`src/rtl/ddr3_cmd_arbiter.sv`:
```
// ddr3_cmd_arbiter: shares one MCB command port between two DDR3 requesters.
// Each requester owns a one-entry holding register; selection is round-robin,
// and a requester may lock the port for up to MAX_LOCK back-to-back commands.
// Optional periodic refresh injection is enabled by defining DDR3_ARB_REFRESH_EN.
//
// Handshake: a strobe on req_cmd_en[i] is accepted at a rising edge when
// req_cmd_full[i] is low at that edge; a strobe while full is dropped and
// sets the sticky req_overflow[i]. Toward the MCB, cmd_en is a one-cycle
// registered strobe raised only when cmd_full was low in the deciding cycle,
// with cmd_instr/cmd_bl/cmd_word_addr valid in the same cycle.
module ddr3_cmd_arbiter #(
  parameter int unsigned MAX_LOCK       = 16,
  parameter logic [15:0] REFRESH_PERIOD = 16'd1560
) (
  input  logic        clk,
  input  logic        rst,
  input  logic [1:0]  req_cmd_en,
  input  logic [2:0]  req_cmd_instr0,
  input  logic [2:0]  req_cmd_instr1,
  input  logic [5:0]  req_cmd_bl0,
  input  logic [5:0]  req_cmd_bl1,
  input  logic [27:0] req_cmd_addr0,
  input  logic [27:0] req_cmd_addr1,
  input  logic [1:0]  req_lock,
  output logic [1:0]  req_cmd_full,
  output logic [1:0]  req_overflow,
  output logic [1:0]  grant,
  output logic        cmd_en,
  output logic [2:0]  cmd_instr,
  output logic [5:0]  cmd_bl,
  output logic [27:0] cmd_word_addr,
  input  logic        cmd_full,
  output logic [1:0]  dbg_state
);

  typedef enum logic [1:0] {
    ST_IDLE    = 2'd0,
    ST_LOCKED  = 2'd1,
    ST_REFRESH = 2'd2
  } state_t;

  localparam logic [7:0] MAX_LOCK_8 = 8'(MAX_LOCK);
  localparam logic       LOCK_EN    = (MAX_LOCK > 32'd1);

  state_t      state_q, state_d;
  logic [1:0]  p_valid;
  logic [2:0]  h_instr [2];
  logic [5:0]  h_bl    [2];
  logic [27:0] h_addr  [2];
  logic [2:0]  in_instr [2];
  logic [5:0]  in_bl    [2];
  logic [27:0] in_addr  [2];

  logic        last_q;
  logic        owner_q, owner_d;
  logic [7:0]  hold_cnt_q, hold_inc;
  logic        hold_load, hold_step;
  logic        rr_sel;
  logic        issue_req, issue_sel, issue_ref;
  logic        refresh_pend;

  assign in_instr[0] = req_cmd_instr0;
  assign in_instr[1] = req_cmd_instr1;
  assign in_bl[0]    = req_cmd_bl0;
  assign in_bl[1]    = req_cmd_bl1;
  assign in_addr[0]  = req_cmd_addr0;
  assign in_addr[1]  = req_cmd_addr1;

  // Round-robin choice: with both pending, the one not served last wins.
  assign rr_sel   = (p_valid == 2'b11) ? ~last_q : p_valid[1];
  assign hold_inc = (hold_cnt_q == 8'hFF) ? 8'hFF : hold_cnt_q + 8'd1;

  assign req_cmd_full = p_valid;
  assign grant        = (state_q == ST_LOCKED) ? (owner_q ? 2'b10 : 2'b01) : 2'b00;
  assign dbg_state    = state_q;

  // Next-state and issue decision.
  always_comb begin
    state_d   = state_q;
    owner_d   = owner_q;
    issue_req = 1'b0;
    issue_sel = rr_sel;
    issue_ref = 1'b0;
    hold_load = 1'b0;
    hold_step = 1'b0;
    case (state_q)
      ST_IDLE: begin
        if (refresh_pend) begin
          state_d = ST_REFRESH;
        end else if ((|p_valid) && !cmd_full) begin
          issue_req = 1'b1;
          issue_sel = rr_sel;
          owner_d   = rr_sel;
          hold_load = 1'b1;
          if (req_lock[rr_sel] && LOCK_EN) state_d = ST_LOCKED;
        end
      end
      ST_LOCKED: begin
        issue_sel = owner_q;
        if (refresh_pend) begin
          state_d = ST_REFRESH;
        end else if (p_valid[owner_q] && !cmd_full) begin
          issue_req = 1'b1;
          hold_step = 1'b1;
          if (hold_inc == MAX_LOCK_8) state_d = ST_IDLE;
        end else if (!req_lock[owner_q]) begin
          state_d = ST_IDLE;
        end
      end
`ifdef DDR3_ARB_REFRESH_EN
      ST_REFRESH: begin
        if (!cmd_full) begin
          issue_ref = 1'b1;
          state_d   = ST_IDLE;
        end
      end
`endif
      default: state_d = ST_IDLE;
    endcase
  end

  // FSM state, ownership, round-robin pointer and lock run length.
  always_ff @(posedge clk) begin
    if (!rst) begin
      state_q    <= ST_IDLE;
      owner_q    <= 1'b0;
      last_q     <= 1'b0;
      hold_cnt_q <= 8'd0;
    end else begin
      state_q <= state_d;
      owner_q <= owner_d;
      if (issue_req) last_q <= issue_sel;
      if (hold_load) hold_cnt_q <= 8'd1;
      else if (hold_step) hold_cnt_q <= hold_inc;
    end
  end

  // Holding registers: capture when empty, flag overflow when a strobe hits a full entry.
  always_ff @(posedge clk) begin
    if (!rst) begin
      p_valid      <= 2'b00;
      req_overflow <= 2'b00;
      for (int i = 0; i < 2; i++) begin
        h_instr[i] <= 3'd0;
        h_bl[i]    <= 6'd0;
        h_addr[i]  <= 28'd0;
      end
    end else begin
      for (int i = 0; i < 2; i++) begin
        if (req_cmd_en[i]) begin
          if (p_valid[i]) begin
            req_overflow[i] <= 1'b1;
          end else begin
            p_valid[i] <= 1'b1;
            h_instr[i] <= in_instr[i];
            h_bl[i]    <= in_bl[i];
            h_addr[i]  <= in_addr[i];
          end
        end
        if (issue_req && (issue_sel == 1'(i))) p_valid[i] <= 1'b0;
      end
    end
  end

  // Registered MCB command port; fields hold their last value between issues.
  always_ff @(posedge clk) begin
    if (!rst) begin
      cmd_en        <= 1'b0;
      cmd_instr     <= 3'd0;
      cmd_bl        <= 6'd0;
      cmd_word_addr <= 28'd0;
    end else begin
      cmd_en <= issue_req | issue_ref;
      if (issue_ref) begin
        cmd_instr     <= 3'b100;
        cmd_bl        <= 6'd0;
        cmd_word_addr <= 28'd0;
      end else if (issue_req) begin
        cmd_instr     <= h_instr[issue_sel];
        cmd_bl        <= h_bl[issue_sel];
        cmd_word_addr <= h_addr[issue_sel];
      end
    end
  end

`ifdef DDR3_ARB_REFRESH_EN
  logic [15:0] refresh_cnt_q;
  logic        refresh_pend_q;

  // Free-running refresh timer; an expiry while already pending is absorbed.
  always_ff @(posedge clk) begin
    if (!rst) begin
      refresh_cnt_q  <= 16'd0;
      refresh_pend_q <= 1'b0;
    end else if (refresh_cnt_q == REFRESH_PERIOD - 16'd1) begin
      refresh_cnt_q  <= 16'd0;
      refresh_pend_q <= 1'b1;
    end else begin
      refresh_cnt_q <= refresh_cnt_q + 16'd1;
      if (issue_ref) refresh_pend_q <= 1'b0;
    end
  end

  assign refresh_pend = refresh_pend_q;
`else
  logic unused_refresh_period;
  assign refresh_pend          = 1'b0;
  assign unused_refresh_period = ^REFRESH_PERIOD;
`endif

endmodule

```
`config.mk`:
```
export PLATFORM = sky130hd
export DESIGN_NAME = ddr3_cmd_arbiter
export DESIGN_NICKNAME = d
export VERILOG_FILES = /design/src/rtl/ddr3_cmd_arbiter.sv
export SDC_FILE = /design/constraint.sdc
export NUM_CORES = 1
export LEC_CHECK = 0
export CAP_MARGIN = 0
export CORE_MARGIN = 3
export CORE_UTILIZATION = 46
export CTS_BUF_LIST = sky130_fd_sc_hd__clkbuf_8
export DETAILED_ROUTE_END_ITERATION = 8
export PLACE_DENSITY = 0.78
export SYNTH_ARGS = -nofsm -noshare
export SYNTH_HDL_FRONTEND = slang
export SYNTH_SLANG_ARGS = --single-unit
```
`constraint.sdc`:
```
create_clock -name clk -period 2.2 [get_ports clk]
set_clock_uncertainty 0.15 [all_clocks]
set_input_delay 0.66 -clock clk [delete_from_list [all_inputs] [get_ports clk]]
set_output_delay 0.66 -clock clk [all_outputs]
set_load 0.05 [all_outputs]
```
# Yosys cells after proc, flatten, opt, wreduce, memory -nomap -nowiden
# Memories as Yosys holds them, arrays and structs flattened. A register that Yosys moved wholly into a read port is not among the register bits.
# Cells that the tools add are included.
dict set report word_totals {
  regBits 17
  ramBits 74
  output_inout_bits 46
  memories 3
}
# name words width read_ports rd_clocked_by_memory_dff wr line_no
set memory_table {}
lappend memory_table {h_addr 2 28 1 1 2 49} ;# logic [27:0] h_addr [2];
lappend memory_table {h_bl 2 6 1 1 2 48} ;# logic [5:0] h_bl [2];
lappend memory_table {h_instr 2 3 1 1 2 47} ;# logic [2:0] h_instr [2];
dict set report classes {
  n_addsub 1
  order_cmp 2
  eq_ne 8
  n_mux 39
  n_bitwise 9
  n_reduce_logical 18
}
# op n
set ops {}
lappend ops {{28-bit 2-to-1 mux} 2}
lappend ops {{1-bit 2-to-1 mux} 23}
lappend ops {{2-bit 2-to-1 mux} 7}
lappend ops {{6-bit 2-to-1 mux} 2}
lappend ops {{8-bit by 1-bit adder with 8-bit output (second input constant)} 1}
lappend ops {{8-bit by 5-bit == test with 1-bit output (second input constant)} 1}
lappend ops {{8-bit == test (second input constant)} 1}
lappend ops {{8-bit 2-to-1 mux} 1}
lappend ops {{2-bit OR reduction} 4}
lappend ops {{3-bit 2-to-1 mux} 2}
lappend ops {{1-bit bitwise OR} 6}
lappend ops {{2-bit AND reduction} 3}
lappend ops {{1-bit logical AND} 4}
lappend ops {{1-bit zero test} 4}
lappend ops {{1-bit by 2-bit < comparator with 1-bit output (second input constant)} 2}
lappend ops {{2-bit inequality test (second input constant)} 2}
lappend ops {{2-bit case mux with 2 select lines} 1}
lappend ops {{4-bit AND reduction} 1}
lappend ops {{3-bit by 2-bit inequality test with 1-bit output (second input constant)} 1}
lappend ops {{3-bit inequality test (second input constant)} 1}
lappend ops {{1-bit NOT} 3}
lappend ops {{2-bit by 1-bit == test with 1-bit output (second input constant)} 1}
lappend ops {{2-bit == test (second input constant)} 1}
lappend ops {{2-bit zero test} 1}
lappend ops {{other kinds (2)} 2}

# Longest topological paths before layout
# Gate-level depths: netlist of the first run.
dict set report depth {
  depth_word 7
  mapped_depth 7
  ltp_nobuf 5
}

# Least setup slack after synthesis of the first run
# OpenSTA, ideal clock, no wires.
dict set report synth_timing {
  path_kind {register -> register}
  from {register state_q[0] (netlist: dbg_state[0])}
  to {register cmd_bl[2], read port of h_bl}
  setup_ns 0.128
  arrival_time_ns 2.506
  required_ns 1.922
  setup_slack_ns -0.583
  path_stages_with_launch 8
  n_path_buf 3
  period_less_slack_ns 2.783
  path_cell_list {dfxtp_1 -> clkbuf_1 -> nor2b_1 -> nor4b_1 -> buf_2 -> buf_2 -> a222oi_1 -> nor2_1}
}
dict set report synth_via {
  elab_chain_len 2
}
# element line_no
set synth_lines {}
lappend synth_lines {{from (decl)} 45} ;# state_t state_q, state_d;
lappend synth_lines {{from (signal assigned)} 130} ;# state_q <= state_d;
lappend synth_lines {{2-bit by 1-bit == test with 1-bit output / 2-bit zero test (equally long branches)} 86} ;# case (state_q)
lappend synth_lines {{1-bit case mux with 2 select lines / 1-bit 2-to-1 mux (equally long branches)} -}
lappend synth_lines {{to (decl)} 30} ;# output logic [5:0] cmd_bl,
# Several ways; a longest one is shown, not always the timed one.
# A chain may end at the register's enable or synchronous reset.

# Worst setup path in the final report of the first run
dict set report layout_timing {
  from {register owner_q}
  to {output port grant[1]}
}
dict set report layout_via {
  elab_chain_len 2
}
# element line_no
set layout_lines {}
lappend layout_lines {{from (decl)} 55} ;# logic owner_q, owner_d;
lappend layout_lines {{from (signal assigned)} 131} ;# owner_q <= owner_d;
lappend layout_lines {{2-bit 2-to-1 mux (2 in a row)} 74} ;# assign grant = (state_q == ST_LOCKED) ? (owner_q ? 2'b10 : 2'b01) : 2'b00;
lappend layout_lines {{to (decl)} 27} ;# output logic [1:0] grant,
# Every way passes these cells.

==> run summary, run 1 <==
status = finished, final reports clean
Initial DRT Pass Iterations = 8
Vias per Instance = 5.41
Pins Over Slew Limit = 0
Final setup viols = 0
Pwr Total = 5.92 mW
Startpoint Class = flop
highest routing layer actually used = met4
Reg2Reg Depth = 6
syn nets = 476
Clock Tree Root = clkbuf_8
initial antenna violation count = 0
leakage power = 2.74 nW
post-CTS setup buffers = 0
Inst Count DP = 649
CP Max Fanout = 6
Worst Setup EP = grant[1]
Max IR drop VDD = 432 uV
synthesized cell area = 4970 um2
gpl congestion = 0.948
Post-synth EDFFs = 74
RSZ-0062 raised after global routing = false
Setup TNS = 0 ps
num ports = 127
ys async rst share = 0
layout cells sized above 1 = 0.218
FP Rows = 37
Routed Antenna Nets = 0
hpwl dp = 8200 um
CP required = 1390 ps
clock sinks = 127
pre-CTS setup slack = -236 ps
synthesized area per cell = 12.6 um2
post-synthesis cell count = 394
first-pass GRT wire length = 18400 um
ys flop type = edfxtp_1
CTS buffer count = 17
Synth cell types = 45
chip width = 110 um
# diodes = 0
vias post-DR = 3686
worst setup path category = reg2out
CTS tree = built
max_cap viols = 0
Remaining Overflow, GRT = 0
reg2reg start = hold_cnt_q[1]
die area = 12100 um2
Layout Nets = 614
Final Worst Setup Slack = 119 ps
Clock Tree Buf Depth = 2
minimum clock period = 2080 ps
endpoint class of the critical path = primary output
Reg clk slew, reported paths = 70 ps
met2 wire length = 6230 um
worst reg2reg setup slack = 210 ps
Power Density = 847 nW/um2
GRT Resource Usage Total = 0.201
DR WL/cell = 17.1 um
Critical path origin = owner_q
Total Wirelength = 11700 um
worst r2r dst = hold_cnt_q[6]
die span in y = 110 um
Synth area leader = edfxtp_1
fin crit share = 0.946
# DRC = 0
Resized Gates After CTS = 0
M1 wire length = 4660 um
Yosys warnings = 0
highest clock rate = 481 MHz
vias in the first global route = 3717
sequential share of the synthesized area = 0.661
1st-iter DRT viols = 276
Synth top area share = 0.447
routed length on met3 = 683 um
Seq cells post-synth = 127
largest net degree at the start of global routing = 41
port buffer count = 125
fin cells = 681
Synth-to-Final Area Change = 40.7%
core area = 10400 um2
Starting Density = 0.477
clk_lat worst skew = 420 ps
H-tree depth = 4
count of final hold-check violations = 0
top cells by area, synth = edfxtp_1 (45%), dfxtp_1 (21%), and2_1 (9.4%)
Hold-fix buffers, CTS = 0
min-delay worst type = reg2reg
Critical Path AT = 1270 ps
-- layer usage --
| layer | vias up | track usage |
|---|---|---|
| met5 | - | 0 |
| li1 | 1754 | - |
| met1 | 1783 | 0.244 |
| met2 | 141 | 0.351 |
| met3 | 8 | 0.0493 |
| met4 | 0 | 0.0650 |
-- logic make-up after synthesis --
group | Yosys count | synth area share
AND/OR/NAND/NOR | 159 | 0.177
flip-flops | 127 | 0.661
AO/OA/AOI/OAI | 66 | 0.118
buffers and inverters | 35 | 0.0310
multiplexers | 3 | 0.00630
XOR/XNOR | 2 | 0.00353
adder cells (fa/ha/maj) | 1 | 0.00252
other | 1 | 0.000755
-- report_power, final --
group	leakage, nW	total [mW]	switching (mW)	internal, mW
Combinational	1.29	0.814	0.438	0.376
Clock	0.227	2.31	0.941	1.37
Sequential	1.23	2.79	0.0829	2.71
Total	2.74	5.92	1.46	4.45
-- synth_stat cells, types with 2 or more instances --
library cell	count
a21oi_1	8
a222oi_1	37
and2_1	75
and3_1	2
and3b_1	2
and4_1	2
buf_2	9
clkbuf_1	21
dfxtp_1	53
edfxtp_1	74
inv_1	2
mux2i_1	2
nand2_1	8
nand2b_1	3
nand4_1	3
nor2_1	49
nor2b_1	2
nor3_1	3
nor3b_1	2
nor4b_1	3
o2111a_1	2
o21ai_0	4
o221a_2	4
o2bb2ai_1	2
o31ai_1	2
-- critical path: stages (launching register included) --
cell     delay (ps)
dfxtp_1         480
and2_2          240
buf_12          140
-- registers in the layout, indices dropped and copies added (netlist names) --
| name | cells |
|---|---|
| owner_q | 1 |
| req_overflow | 2 |
| req_cmd_full | 2 |
| h_addr | 56 |
| last_q | 1 |
| h_bl | 12 |
| cmd_bl | 6 |
| dbg_state | 1 |
| cmd_instr | 3 |
| hold_cnt_q | 8 |
| h_instr | 6 |
| cmd_word_addr | 28 |
| cmd_en | 1 |
-- metrics by stage --
step,utilization,instance area (um2),hold WS [ps]
2_1_floorplan,-,4980,305
3_3_place_gp,0.626,6520,314
6_report,0.671,6990,340
5_1_grt,0.671,6990,364
4_1_cts,0.671,6990,345
3_5_place_dp,0.626,6520,326
-- how the worst min path moves through the flow --
| stage | from | to | slack [ps] | cells after the start |
|---|---|---|---|---|
| after floorplan | last_q | last_q | 310 | 2 |
| after global placement | h_bl[0][3] | cmd_bl[3] | 310 | 2 |
| after detailed placement | req_overflow[1] | req_overflow[1] | 330 | 2 |
| after CTS | req_overflow[1] | req_overflow[1] | 340 | 2 |
| after global routing | h_addr[0][1] | cmd_word_addr[1] | 360 | 2 |
| final | req_overflow[1] | req_overflow[1] | 340 | 2 |
-- cell usage in the layout (no fill, tap or decap), types with 3 or more instances in the layout --
cell and instances:
dfxtp_2 3, nand4_1 3, nor2_1 49, clkdlybuf4s50_1 80, nor3_1 3, edfxtp_1 74
buf_4 59, dfxtp_1 50, o221a_2 4, nor4b_2 3, buf_12 12, a222oi_1 37
and2_1 74, clkinv_4 3, o21ai_0 4, nand2b_1 3, bufinv_16 5, a21oi_1 7
clkbuf_8 17, inv_6 3, nand2_1 6
-- layout make-up --
cell class,instances,area (um2)
fillers,774,3430
flip-flops and latches,127,3290
multi-input cells,232,1570
repair buffers,151,1480
clock buffers,17,234
clock inverters,15,233
well taps,136,170
inverters,3,11.3
Note: power is estimated with default switching activity, not from simulation.
==> run 2: changes to the inputs <==
--- a/config.mk
+++ b/config.mk
@@ -5,10 +5,11 @@
 export SDC_FILE = /design/constraint.sdc
 export NUM_CORES = 1
 export LEC_CHECK = 0
-export CAP_MARGIN = 0
+export CAP_MARGIN = 20
 export CORE_MARGIN = 3
 export CORE_UTILIZATION = 46
 export CTS_BUF_LIST = sky130_fd_sc_hd__clkbuf_8
+export CTS_CLUSTER_SIZE = 24
 export DETAILED_ROUTE_END_ITERATION = 8
 export PLACE_DENSITY = 0.78
 export SYNTH_ARGS = -nofsm -noshare
==> results of run 2 <==
Same layout as run 1: the final DEF is identical, and so are final timing and power.
==> run 3: changes to the inputs <==
--- a/config.mk
+++ b/config.mk
@@ -6,12 +6,11 @@
 export NUM_CORES = 1
 export LEC_CHECK = 0
 export CAP_MARGIN = 20
-export CORE_MARGIN = 3
-export CORE_UTILIZATION = 46
+export CORE_UTILIZATION = 50
 export CTS_BUF_LIST = sky130_fd_sc_hd__clkbuf_8
 export CTS_CLUSTER_SIZE = 24
 export DETAILED_ROUTE_END_ITERATION = 8
-export PLACE_DENSITY = 0.78
+export PLACE_DENSITY = 0.8
 export SYNTH_ARGS = -nofsm -noshare
 export SYNTH_HDL_FRONTEND = slang
 export SYNTH_SLANG_ARGS = --single-unit
==> constraint.sdc (replaced) <==
create_clock -name clk -period 2.1 [get_ports clk]
set_clock_uncertainty 0.15 [all_clocks]
set_input_delay 0.63 -clock clk [delete_from_list [all_inputs] [get_ports clk]]
set_output_delay 0.63 -clock clk [all_outputs]
set_load 0.05 [all_outputs]
==> run summary, run 3 (synthesized netlist as in run 1, its figures left out) <==
status = finished, final reports clean (unchanged)
post-CTS setup buffers = 0 (unchanged)
Worst Hold Depth = 2 (unchanged)
worst reg2reg setup slack = 200 ps (was 210 ps)
RSZ-0062 raised after global routing = false (unchanged)
Total Wirelength = 11400 um (was 11700 um)
Startpoint Class = flop (unchanged)
Resized Gates After CTS = 0 (unchanged)
leakage power = 2.71 nW (was 2.74 nW)
Remaining Overflow, GRT = 0 (unchanged)
# DRC = 0 (unchanged)
most frequent cells in the layout = clkdlybuf4s50_1 (80), and2_1 (74), edfxtp_1 (74), buf_4 (59), dfxtp_1 (50) (unchanged)
Final Worst Setup Slack = 84.4 ps (was 119 ps)
chip width = 102 um (was 110 um)
critical hold path startpoint = req_overflow[1] (unchanged)
gpl congestion = 0.833 (was 0.948)
vias in the first global route = 3565 (was 3717)
Hold-fix buffers, CTS = 0 (unchanged)
CP required = 1320 ps (was 1390 ps)
H-tree depth = 4 (unchanged)
max_cap viols = 0 (unchanged)
reg2reg start = hold_cnt_q[1] (unchanged)
CTS buffer count = 17 (unchanged)
FP Rows = 36 (was 37)
Power Density = 830 nW/um2 (was 847 nW/um2)
Vias per Instance = 5.62 (was 5.41)
endpoint class of the critical path = primary output (unchanged)
minimum clock period = 2020 ps
die area = 10300 um2 (was 12100 um2)
worst setup path category = reg2out (unchanged)
Setup TNS = 0 ps (unchanged)
max reg flops = 56 (unchanged)
Max IR drop VDD = 555 uV (was 432 uV)
die span in y = 102 um (was 110 um)
min-delay worst type = reg2reg (unchanged)
Synth-to-Final Area Change = 38.7% (was 40.7%)
clock sinks = 127 (unchanged)
Critical Path AT = 1240 ps (was 1270 ps)
layout cells sized above 1 = 0.217 (was 0.218)
# diodes = 0 (unchanged)
Initial DRT Pass Iterations = 7 (was 8)
Reg clk slew, reported paths = 70 ps (about the same)
Routed Antenna Nets = 0 (unchanged)
clk_lat worst skew = 430 ps (was 420 ps)
Layout Nets = 614 (unchanged)
vias post-DR = 3809 (was 3686)
DR WL/cell = 16.8 um (was 17.1 um)
GRT Resource Usage Total = 0.227 (was 0.201)
commonest non-fill, non-tap cell in the layout = clkdlybuf4s50_1 (unchanged)
Reg2Reg Depth = 6 (unchanged)
count of final hold-check violations = 0 (unchanged)
fin crit share = 0.960
Hold Path End = req_overflow[1] (unchanged)
port buffer count = 125 (unchanged)
Clock Tree Buf Depth = 2 (unchanged)
CTS tree = built (unchanged)
pre-CTS setup slack = -280 ps (was -236 ps)
Clock Tree Root = clkbuf_8 (unchanged)
Pins Over Slew Limit = 0 (unchanged)
highest clock rate = 496 MHz
first-pass GRT wire length = 17300 um (was 18400 um)
CP Max Fanout = 5 (was 6)
worst r2r dst = hold_cnt_q[4] (was hold_cnt_q[6])
largest net degree at the start of global routing = 40 (was 41)
largest registers = h_addr: 56 flops, cmd_word_addr: 28 flops, h_bl: 12 flops (unchanged)
hpwl dp = 7590 um (was 8200 um)
Final setup viols = 0 (unchanged)
Fillers = 677 (was 774)
num ports = 127 (unchanged)
core area = 9680 um2 (was 10400 um2)
Starting Density = 0.513 (was 0.477)
register name with the most flops = h_addr (unchanged)
Pwr Total = 5.71 mW (was 5.92 mW)
initial antenna violation count = 0 (unchanged)
1st-iter DRT viols = 271 (was 276)
[run 3: cell types whose count changed in the layout (fill, tap and decap cells not counted), sizes merged]
cell	change
bufinv	-4
clkinv	+3
clkbuf	+1
[run 3: final cells by class]
class / count / area [um2] / share of cell area
inverter: 3 / 11.3 / 0.00163
sequential: 127 / 3290 / 0.478
timing repair buffer: 151 / 1480 / 0.215
clock buffer: 18 / 248 / 0.0360
tap: 133 / 166 / 0.0242
clock inverter: 14 / 120 / 0.0174
multi-input combinational: 232 / 1570 / 0.228
[run 3: per-layer routing]
metal  vias to the layer above  wire length, um  track usage
li1                       1754                -            -
met1                      1856             4640        0.281
met2                       165             5610        0.362
met3                        34              707       0.0518
met4                         0              402        0.136
met5                         -                0            0
[run 3: metrics by stage]
stage	hold WS, ps	cell area [um2]	utilization	cells
6_report	320	6890	0.711	678
5_1_grt	355	6890	0.711	678
4_1_cts	328	6890	0.711	678
3_5_place_dp	308	6520	0.673	646
3_3_place_gp	302	6520	0.673	646
2_1_floorplan	305	4980	-	394
[run 3: worst max-delay path, stage by stage, from the launching register on]
cell and delay (ps):
dfxtp_1 350, buf_4 160, and2_4 170, buf_12 130
[run 3: how the worst max path moves through the flow]
stage                   endpoint  slack (ps)         start
2_1_floorplan       h_addr[0][0]        -100           rst
3_3_place_gp   cmd_word_addr[17]        -240      cmd_full
3_5_place_dp   cmd_word_addr[21]        -280      cmd_full
4_1_cts                 grant[1]          30       owner_q
5_1_grt                 grant[0]          20  dbg_state[0]
6_report                grant[1]          80       owner_q
[run 3: report_power, final]
part / total [mW] / switching (mW) / leakage, nW / internal [mW]
Sequential: 2.92 / 0.0802 / 1.23 / 2.84
Combinational: 0.861 / 0.465 / 1.29 / 0.396
Clock: 1.94 / 0.973 / 0.192 / 0.964
Total: 5.71 / 1.52 / 2.71 / 4.20
